`src/rtl/add_tree_pkg.sv`:
```
// add_tree_pkg: shared constants and helpers for the pipelined adder tree
// Exports N_IN_MIN/N_IN_MAX lane limits, SW (helper word width), clog2 and sext.
package add_tree_pkg;
  localparam int N_IN_MIN = 2;
  localparam int N_IN_MAX = 16;
  localparam int SW = 64;
  function automatic int clog2(input int n);
    int r;
    r = 0;
    for (int v = n - 1; v > 0; v = v >> 1) r++;
    return r;
  endfunction
  // Sign-extends the low w bits of x across the SW-bit word; callers keep w+1 bits.
  function automatic logic [SW-1:0] sext(input logic [SW-1:0] x, input int w);
    logic [SW-1:0] m;
    m = {SW{1'b1}} << w;
    return x[w-1] ? (x | m) : (x & ~m);
  endfunction
endpackage

```
`src/rtl/add_tree_stage.sv`:
```
// add_tree_stage: one adder-tree level (pairwise sums, W -> W+1 bits) with its register and valid bit
// Ports: clk, rst_n (async, active low), adv (shift enable), vin/vout (valid in/out),
//        din (N lanes of W bits), dout (registered M=ceil(N/2) lanes of W+1 bits),
//        nxt (combinational value dout loads on the next advance).
module add_tree_stage
  import add_tree_pkg::*;
#(
  parameter int W = 13,
  parameter int N = 4,
  localparam int M = (N + 1) / 2,
  localparam int OW = W + 1
) (
  input  logic            clk,
  input  logic            rst_n,
  input  logic            adv,
  input  logic            vin,
  input  logic [N*W-1:0]  din,
  output logic            vout,
  output logic [M*OW-1:0] dout,
  output logic [M*OW-1:0] nxt
);
  logic [2*M*W-1:0] pad;
  logic [M*OW-1:0] data_d, data_q;
  logic vld_d, vld_q;
  // An odd lane count is padded with a zero lane, so the unpaired value passes through sign-extended.
  always_comb begin
    pad = (2*M*W)'(din);
    nxt = '0;
    for (int i = 0; i < M; i++)
      nxt[i*OW +: OW] = OW'(sext(SW'(pad[2*i*W +: W]), W) + sext(SW'(pad[(2*i+1)*W +: W]), W));
    data_d = adv ? nxt : data_q;
    vld_d = adv ? vin : vld_q;
  end
  always_ff @(posedge clk or negedge rst_n)
    if (!rst_n) begin
      data_q <= '0;
      vld_q <= 1'b0;
    end else begin
      data_q <= data_d;
      vld_q <= vld_d;
    end
  assign dout = data_q;
  assign vout = vld_q;
endmodule

```
`src/rtl/add_tree_pipe.sv`:
```
// add_tree_pipe: pipelined signed fixed-point adder tree, one register stage per level, valid/ready flow
// Ports: clk, rst_n (async, active low); in_valid/in_ready/din (N_IN packed DW-bit lanes);
//        out_valid/out_ready; dout (OW-bit full sum); dout_sat (DW-bit reduced sum); ovf.
// Macro ADD_TREE_SAT_EN: dout_sat clips to the DW-bit range and ovf flags clipping;
// otherwise dout_sat wraps (low DW bits of dout) and ovf is 0.
module add_tree_pipe
  import add_tree_pkg::*;
#(
  parameter int SIGN_BIT = 1,
  parameter int INT_BIT = 6,
  parameter int FLT_BIT = 6,
  parameter int N_IN = 4,
  localparam int DW = SIGN_BIT + INT_BIT + FLT_BIT,
  localparam int LVL = clog2(N_IN),
  localparam int OW = DW + LVL
) (
  input  logic              clk,
  input  logic              rst_n,
  input  logic              in_valid,
  output logic              in_ready,
  input  logic [N_IN*DW-1:0] din,
  output logic              out_valid,
  input  logic              out_ready,
  output logic [OW-1:0]     dout,
  output logic [DW-1:0]     dout_sat,
  output logic              ovf
);
  logic adv;
  // Whole pipeline moves in lockstep; it stalls only when a result is held at the output.
  assign adv = !out_valid || out_ready;
  assign in_ready = adv;
  if (N_IN < N_IN_MIN || N_IN > N_IN_MAX) begin : g_bad_n_in
    $error("add_tree_pipe: N_IN out of range");
  end
  for (genvar k = 1; k <= LVL; k++) begin : g_lvl
    localparam int WI = DW + k - 1;
    localparam int NI = (N_IN + (1 << (k - 1)) - 1) >> (k - 1);
    localparam int NO = (NI + 1) / 2;
    logic [NI*WI-1:0] di;
    logic vi;
    logic [NO*(WI+1)-1:0] q, n;
    logic v;
    if (k == 1) begin : g_in
      assign di = din;
      assign vi = in_valid;
    end else begin : g_in
      assign di = g_lvl[k-1].q;
      assign vi = g_lvl[k-1].v;
    end
    add_tree_stage #(.W(WI), .N(NI)) u_stage (
      .clk(clk), .rst_n(rst_n), .adv(adv), .vin(vi), .din(di), .vout(v), .dout(q), .nxt(n)
    );
  end
  assign out_valid = g_lvl[LVL].v;
  assign dout = g_lvl[LVL].q;
`ifdef ADD_TREE_SAT_EN
  localparam logic [OW-1:0] MAX_V = OW'((1 << (DW - 1)) - 1);
  localparam logic [OW-1:0] MIN_V = ~MAX_V;
  logic hi, lo, ovf_d, ovf_q;
  logic [DW-1:0] sat_d, sat_q;
  // Clip is computed from the last level's next value so it registers alongside dout.
  always_comb begin
    hi = $signed(g_lvl[LVL].n) > $signed(MAX_V);
    lo = $signed(g_lvl[LVL].n) < $signed(MIN_V);
    sat_d = !adv ? sat_q : hi ? MAX_V[DW-1:0] : lo ? MIN_V[DW-1:0] : g_lvl[LVL].n[DW-1:0];
    ovf_d = adv ? hi || lo : ovf_q;
  end
  always_ff @(posedge clk or negedge rst_n)
    if (!rst_n) begin
      sat_q <= '0;
      ovf_q <= 1'b0;
    end else begin
      sat_q <= sat_d;
      ovf_q <= ovf_d;
    end
  assign dout_sat = sat_q;
  assign ovf = ovf_q && out_valid;
`else
  assign dout_sat = dout[DW-1:0];
  assign ovf = 1'b0;
`endif
endmodule

```
`config.mk`:
```
export PLATFORM = sky130hd
export DESIGN_NAME = add_tree_pipe
export DESIGN_NICKNAME = d
export VERILOG_FILES = /design/src/rtl/add_tree_pkg.sv /design/src/rtl/add_tree_stage.sv /design/src/rtl/add_tree_pipe.sv
export SDC_FILE = /design/constraint.sdc
export NUM_CORES = 1
export LEC_CHECK = 0
export BUFFER_PORTS_ARGS = -buffer_cell sky130_fd_sc_hd__buf_2
export CAP_MARGIN = 20
export CORE_ASPECT_RATIO = 0.7
export CORE_MARGIN = 1.5
export CORE_UTILIZATION = 39
export CTS_CLUSTER_DIAMETER = 150
export DETAILED_ROUTE_END_ITERATION = 16
export GPL_TIMING_DRIVEN = 0
export PLACE_DENSITY = 0.72
export SLEW_MARGIN = 20
export SYNTH_ARGS = -nofsm -noshare
export SYNTH_HDL_FRONTEND = slang
export SYNTH_SLANG_ARGS = --single-unit
```
`constraint.sdc`:
```
create_clock -name clk -period 2.8 [get_ports clk]
set_input_delay 0.56 -clock clk [delete_from_list [all_inputs] [get_ports clk]]
set_output_delay 0.56 -clock clk [all_outputs]
set_load 0.05 [all_outputs]
```
# Word level (Yosys, flattened, before mapping)
# Index checks and enable logic that the tools add are counted.
[word_totals] elab_cells=15 out_inout_bits=31 input_bits=56 reg_bits=45
[op_classes] mux=6 add_sub_neg=3 reduce_logical=2
[ops] cell="14-bit two-way mux" count=4
[ops] cell="15-bit two-way mux" count=2
[ops] cell="14-bit adder" count=2
[ops] cell="15-bit adder" count=1
[ops] cell="1-bit logical NOT" count=1
[ops] cell="1-bit logical OR" count=1

# Logic depth before layout (Yosys ltp)
# Gate-level depths: netlist of run 1.
[depth] word_depth=2 depth_mapped=8 ltp_nobuf=8

# By module
# Synthesis of run 1 repeated with hierarchy kept, for this count alone.
[hier_totals] hier_cells=473 hier_area_um2=4210.3
[by_module_without_submodules] mod="add_tree_stage (g_lvl[1].u_stage)" cells_per_inst=288 instances=1 area_each_um2=2600.0
[by_module_without_submodules] mod="add_tree_stage (g_lvl[2].u_stage)" cells_per_inst=169 instances=1 area_each_um2=1495.2
[by_module_without_submodules] mod="add_tree_pipe" cells_per_inst=16 instances=1 area_each_um2=115.1

# Worst setup path before layout of run 1
# Ideal clock, no wire load.
[synth_timing] kind="register -> output" from="register g_lvl[2].u_stage.vld_q" to="output port in_ready" path_stages_with_launch=5 slack_ns=0.418 t_arrival_ns=1.822 n_path_buf=2 path_cell_list="dfrtp_1 > nor2b_1 > inv_2 > clkbuf_1 > buf_1"
[synth_between] elab_chain_len=2
[synth_lines] item="from (decl)" line="add_tree_stage.sv:24" text="logic vld_d, vld_q;"
[synth_lines] item="from (signal assigned)" line="add_tree_stage.sv:40" text="vld_q <= vld_d;"
[synth_lines] item="1-bit logical NOT" line="add_tree_pipe.sv:30" text="assign adv = !out_valid || out_ready;"
[synth_lines] item="1-bit logical OR" line="add_tree_pipe.sv:30"
[synth_lines] item="to (decl)" line="add_tree_pipe.sv:20" text="output logic in_ready,"
# No other way between the ends.

# Worst setup path in the final report of run 1
# Ends and elaborated chain as after synthesis.

==> impl_metrics.toml, run 1 <==
[floorplanning]
die-area_mm2 = 0.00993
initial_core_util_pct = 40.1
ios = 87
core_area_mm2 = 0.00907
rows = 29
die_w_um = 118
die_h_um = 83.8

[synthesis]
syn_area_mm2 = 0.00364
synth_common_cells = "45 x dfrtp_1, 45 x nand2_1, 44 x nor2_1, 40 x a21oi_1, 40 x ha_1"
ys_seq_area_share_pct = 30.9
synth_edf_count = 0
syn-num-nets = 524
synth_top_area_share_pct = 30.9
synth-async-reset-ratio_pct = 100
ys_ff_latch = 45
synth_top_area_cell = "dfrtp_1"
netlist_top_cells_area = "dfrtp_1 31%, ha_1 14%, a21oi_1 5.5%"
yosysWarnings = 0
synth_cells = 425
ys.flop_type = "dfrtp_1"
synth.distinct_cells = 54
synth_area_per_cell_um2 = 8.56

[worst_setup_path]
startpoint_type = "flop"
setup.worst_path.end_class = "output pin"
required_ns = 2.24
critPathKind = "flop to output pin"
rr_worst_depth = 7
cp_max_fo = 19
arrival_ns = 1.92

[sta]
skew_ns = 0.00584
finalCriticalPeriod_ns = 2.48
period_share_pct = 88.7
final_hold_viol_count = 0
rsz0062_at_grt = "no"
slew_viol_final = 0
slew_headroom_pct = 61.5
setup_tns_ns = 0
setup_violations = 0
timing.fmax_ghz = 0.403
worst_slew_pin_slew_ns = 0.577

[cts]
clockBufferDepth = 2
clkSinkCount = 45
post_cts_resized = 0
root_buffer = "clkbuf_16"
numCtsBuffers = 5
cts_tree = "built"
path_clk_slew_ns = 0.06
postCtsHoldBufs = 0
htree_levels = 2
worstSkewPairLatency_ns = 0.29
cts_setup_buffers = 0

[global_routing]
overflow = 0
grt_pass1_vias = 3430
grt_pass1_wl_um = 16100
grt_max_degree = 46
grt_antenna_before_repair = 0
track_usage_pct = 20.0

[route]
drtIter0Drc = 405
dr.pass1.iters = 5
via_per_inst = 5.60
route.vias.total = 3587
routedWlPerCell_um = 15.0
drt_drc_violations_left = 0
ant_nets = 0
wirelength_um = 9590

[placed_design]
port_buffers = 85
dp_hpwl_um = 7600
place_congestion = 0.852
dp.cells = 634

[finish]
n_antenna_cell = 0
fin_cells = 641
drive_above_1_share_pct = 22.8
area_growth_pct = 19.8
nets = 615

[run]
cap_violations = 0

[hold_path]
hp-class = "input port to async pin"

[power_and_ir_drop]
power_mw = 3.94
power.density_mw_per_mm2 = 905
leakage_nw = 2.12
irDropWorstVdd_uv = 267

[status]
status = "complete, no violations"
state kept, by name (all words and copies together) (netlist names):
| register | flops |
|---|---|
| g_lvl.u_stage.dout | 43 |
| g_lvl.u_stage.vout | 2 |
layer usage:
layer	vias up	global-route usage (%)	wire length, um
li1	1732	-	-
met1	1656	27.2	4350
met2	175	31.7	4280
met3	24	3.35	726
met4	0	7.89	235
met5	-	0	0
cells by family (layout without fill, tap and decap cells):
kind of cell	after synthesis	in the layout	synth area share, %
fa+ha+maj	43	43	15.4
buf+inv	37	129	5.43
other cells	1	1	0.103
xor+xnor	16	16	3.85
simple gates	138	138	17.8
compound gates	145	145	26.5
flops	45	45	30.9
metrics by stage:
| step | util, % | hold slack [ns] | instance area [um2] | setup slack [ns] |
|---|---|---|---|---|
| finish | 48.0 | 0.255 | 4360 | 0.317 |
| global route | 48.0 | 0.317 | 4360 | 0.238 |
| CTS | 48.0 | 0.474 | 4360 | 0.332 |
| floorplan | - | 0.264 | 3640 | 0.418 |
| global placement | 46.5 | 0.459 | 4220 | 0.0987 |
| detailed placement | 46.5 | 0.460 | 4220 | 0.0892 |
final timing paths:
kind	from	end	slack [ns]
max reg2reg	g_lvl[1].u_stage.dout[0]	g_lvl[2].u_stage.dout[10]	0.47
max	g_lvl[2].u_stage.vout	in_ready	0.32
max in group asynchronous	rst_n	g_lvl[2].u_stage.dout[14]	2.14
min	rst_n	g_lvl[2].u_stage.dout[0]	0.26
min in group clk	g_lvl[1].u_stage.dout[14]	g_lvl[1].u_stage.dout[14]	0.47
min reg2reg	g_lvl[1].u_stage.dout[14]	g_lvl[1].u_stage.dout[14]	0.47
cell type report:
class	instances	area (um2)
sequential	45	1130
inverter	11	41.3
timing repair buffer	85	428
buffer	25	153
tap	124	155
multi-input combinational	343	2310
clock inverter	1	7.51
fill	878	4710
clock buffer	7	133
critical path, stage by stage (launching register included):
cell	delay, ns
dfrtp_1	0.36
nor2b_1	0.19
inv_2	0.28
buf_1	0.45
buf_2	0.36
power breakdown:
group / internal, mW / leakage (nW) / switching [mW] / total [mW]
combinational: 0.792 / 1.54 / 1.57 / 2.36
sequential: 0.858 / 0.521 / 0.154 / 1.01
clock: 0.332 / 0.0641 / 0.242 / 0.573
total: 1.98 / 2.12 / 1.96 / 3.94
layout by cell type, fill, tap and decap left out, types with 3 or more instances in the layout:
master,count
nand3_1,8
a21o_1,17
o21ai_1,6
o21bai_1,5
nor3b_1,7
nand2_1,45
clkbuf_1,7
o21a_1,7
and2_1,3
o21ai_0,22
a2111oi_0,3
nor2_1,44
and3_1,5
fa_1,3
buf_4,15
a211oi_1,10
dfrtp_1,45
a211o_1,3
o211a_1,3
a31oi_1,6
inv_1,10
o211ai_1,5
nand4_1,4
buf_2,89
ha_1,40
xor2_1,14
clkbuf_16,5
nor3_1,12
a21oi_1,40
(Power assumes the default switching activity.)
==> run 2: changes to the inputs <==
BUFFER_PORTS_ARGS = unset   (was -buffer_cell sky130_fd_sc_hd__buf_2)
DONT_BUFFER_PORTS = 1   (was unset)
PLACE_DENSITY = 0.64   (was 0.72)
==> run 2 against run 1 <==
Total power shrank 3.4%. Fmax up 2.5%. Core utilization fell by 4.1 points. Global-route usage down 1.5 points. Clock skew rose by 0.0037 ns. Sequential share of layout area increased by 2.4 points. Sequential cell count unchanged. Largest cell class unchanged.
==> impl_metrics.toml, run 2 (synthesis results as in run 1) <==
[cts]
numCtsBuffers = 5
path_clk_slew_ns = 0.07
root_buffer = "clkbuf_16"
cts_setup_buffers = 0
clockBufferDepth = 2
worstSkewPairLatency_ns = 0.29
cts_tree = "built"
htree_levels = 2
clkSinkCount = 45

[power_and_ir_drop]
combPwrFrac_pct = 45.3
leakage_nw = 1.82
p_sw_mw = 1.90
power.density_mw_per_mm2 = 955
sw_frac_of_total_pct = 49.8
irDropWorstVdd_uv = 321
p_clk_share_pct = 17.7
seq_power_share_pct = 37.1
internal-power_mw = 1.91

[finish]
final_cell_mix = "45 x nand2_1, 45 x dfrtp_1, 44 x nor2_1, 40 x a21oi_1, 40 x ha_1"
largest_reg_flops = 43
area_growth_pct = 9.63
n_antenna_cell = 0
nets = 531
drive_above_1_share_pct = 8.31
fin_util_pct = 44.0

[worst_setup_path]
setup.worst_path.end_class = "output pin"
regToRegEndpoint = "g_lvl[1].u_stage.dout[1]"
critPathKind = "flop to output pin"
crit_path_top_delay_cell = "dfrtp_1"
path_buf_inv = 2
cp_slowest_stage_delay_ns = 0.63
reg2reg_slack_ns = 0.46
arrival_ns = 1.86
worstPathCellList = "nor2b_1 -> inv_2 -> buf_4"
rr_worst_depth = 5
reg2reg_from = "g_lvl[2].u_stage.vout"
startpoint_type = "flop"
cp_max_fo = 19
critPathTopFamily = "flip-flops"
required_ns = 2.24

[run]
cap_violations = 0

[route]
wirelength_um = 9010
ant_nets = 0
dr.pass1.iters = 4
routedWlPerCell_um = 16.2
drt_drc_violations_left = 0
via_per_inst = 5.67
drtIter0Drc = 150
route.vias.total = 3159

[global_routing]
overflow = 0
grt_pass1_vias = 3050
grt_max_degree = 46
grt_antenna_before_repair = 0
grt_pass1_wl_um = 14600
track_usage_pct = 18.4

[sta]
slew_headroom_pct = 62.8
finalCriticalPeriod_ns = 2.42
rsz0062_at_grt = "no"
timing.fmax_ghz = 0.413
skew_ns = 0.00952
worst_slew_pin_slew_ns = 0.558
period_share_pct = 86.5
holdWs_ns = 0.107
slew_viol_final = 0
final_hold_viol_count = 0
setup_violations = 0

[placed_design]
place_congestion = 0.887
port_buffers = 0
dp_hpwl_um = 7160

[floorplanning]
core_area_mm2 = 0.00907
rows = 29
die_w_um = 118
die-area_mm2 = 0.00993
initial_core_util_pct = 40.1
die_h_um = 83.8
ios = 87

[status]
status = "complete, no violations"

[hold_path]
hp-class = "input port to async pin"
run 2: final cells by class:
| cell class | count | area [um2] |
|---|---|---|
| Timing Repair Buffer | 1 | 27.5 |
| Clock buffer | 6 | 129 |
| Sequential cell | 45 | 1130 |
| Multi-Input combinational cell | 343 | 2310 |
| Fill cell | 916 | 5080 |
| Clock inverter | 2 | 38.8 |
| Tap cell | 124 | 155 |
| Buffer | 25 | 156 |
| Inverter | 11 | 41.3 |
run 2: what timing repair did:
item                                    in CTS  in global routing
endpoints found under the setup margin       1                  1
hold endpoints to repair                    45                  0
gates resized for setup                      5                  0
hold buffers                                 1                  0
run 2: metrics by stage:
step / power (mW) / area (um2) / worst slack (ns) / cells / setup TNS, ns
final: 3.81 / 3990 / 0.378 / 557 / 0
after global routing: 4.05 / 3990 / 0.208 / 557 / 0
after CTS: 3.83 / 3990 / 0.0809 / 558 / 0
after detailed placement: 3.12 / 3790 / -0.0727 / 549 / -0.0727
after global placement: 3.10 / 3790 / -0.0752 / 549 / -0.0752
after floorplan: 2.83 / 3640 / 0.418 / 425 / 0
run 2: layer usage:
layer | GRT usage, % | routed length, um
met5 | 0 | 0
met4 | 4.82 | 76
met3 | 3.83 | 641
met2 | 27.3 | 3660
met1 | 27.3 | 4630
run 2: worst register-to-register path, cell delays in order, from the launching register on:
cell and delay [ns]:
dfrtp_1 0.56, nor2b_1 0.28, inv_2 0.29, clkbuf_1 0.44
clkbuf_1 0.50, a21oi_1 0.14
run 2: worst max-delay path by stage:
stage / startpoint / to / slack, ns / cells after the start
finish: g_lvl[2].u_stage.vout / in_ready / 0.38 / 3
global route: g_lvl[2].u_stage.vout / g_lvl[1].u_stage.dout[7] / 0.21 / 5
CTS: g_lvl[2].u_stage.vout / in_ready / 0.08 / 4
detailed placement: g_lvl[2].u_stage.vout / in_ready / -0.07 / 4
global placement: g_lvl[2].u_stage.vout / in_ready / -0.08 / 4
floorplan: g_lvl[2].u_stage.vout / in_ready / 0.42 / 4
run 2: power groups by stage:
stage	Clock, mW	Combinational (mW)	Sequential, mW
6_report	0.673	1.72	1.41
5_1_grt	0.718	1.89	1.44
4_1_cts	0.691	1.72	1.41
3_5_place_dp	0	1.69	1.43
3_3_place_gp	0	1.68	1.42
2_1_floorplan	0	1.46	1.37
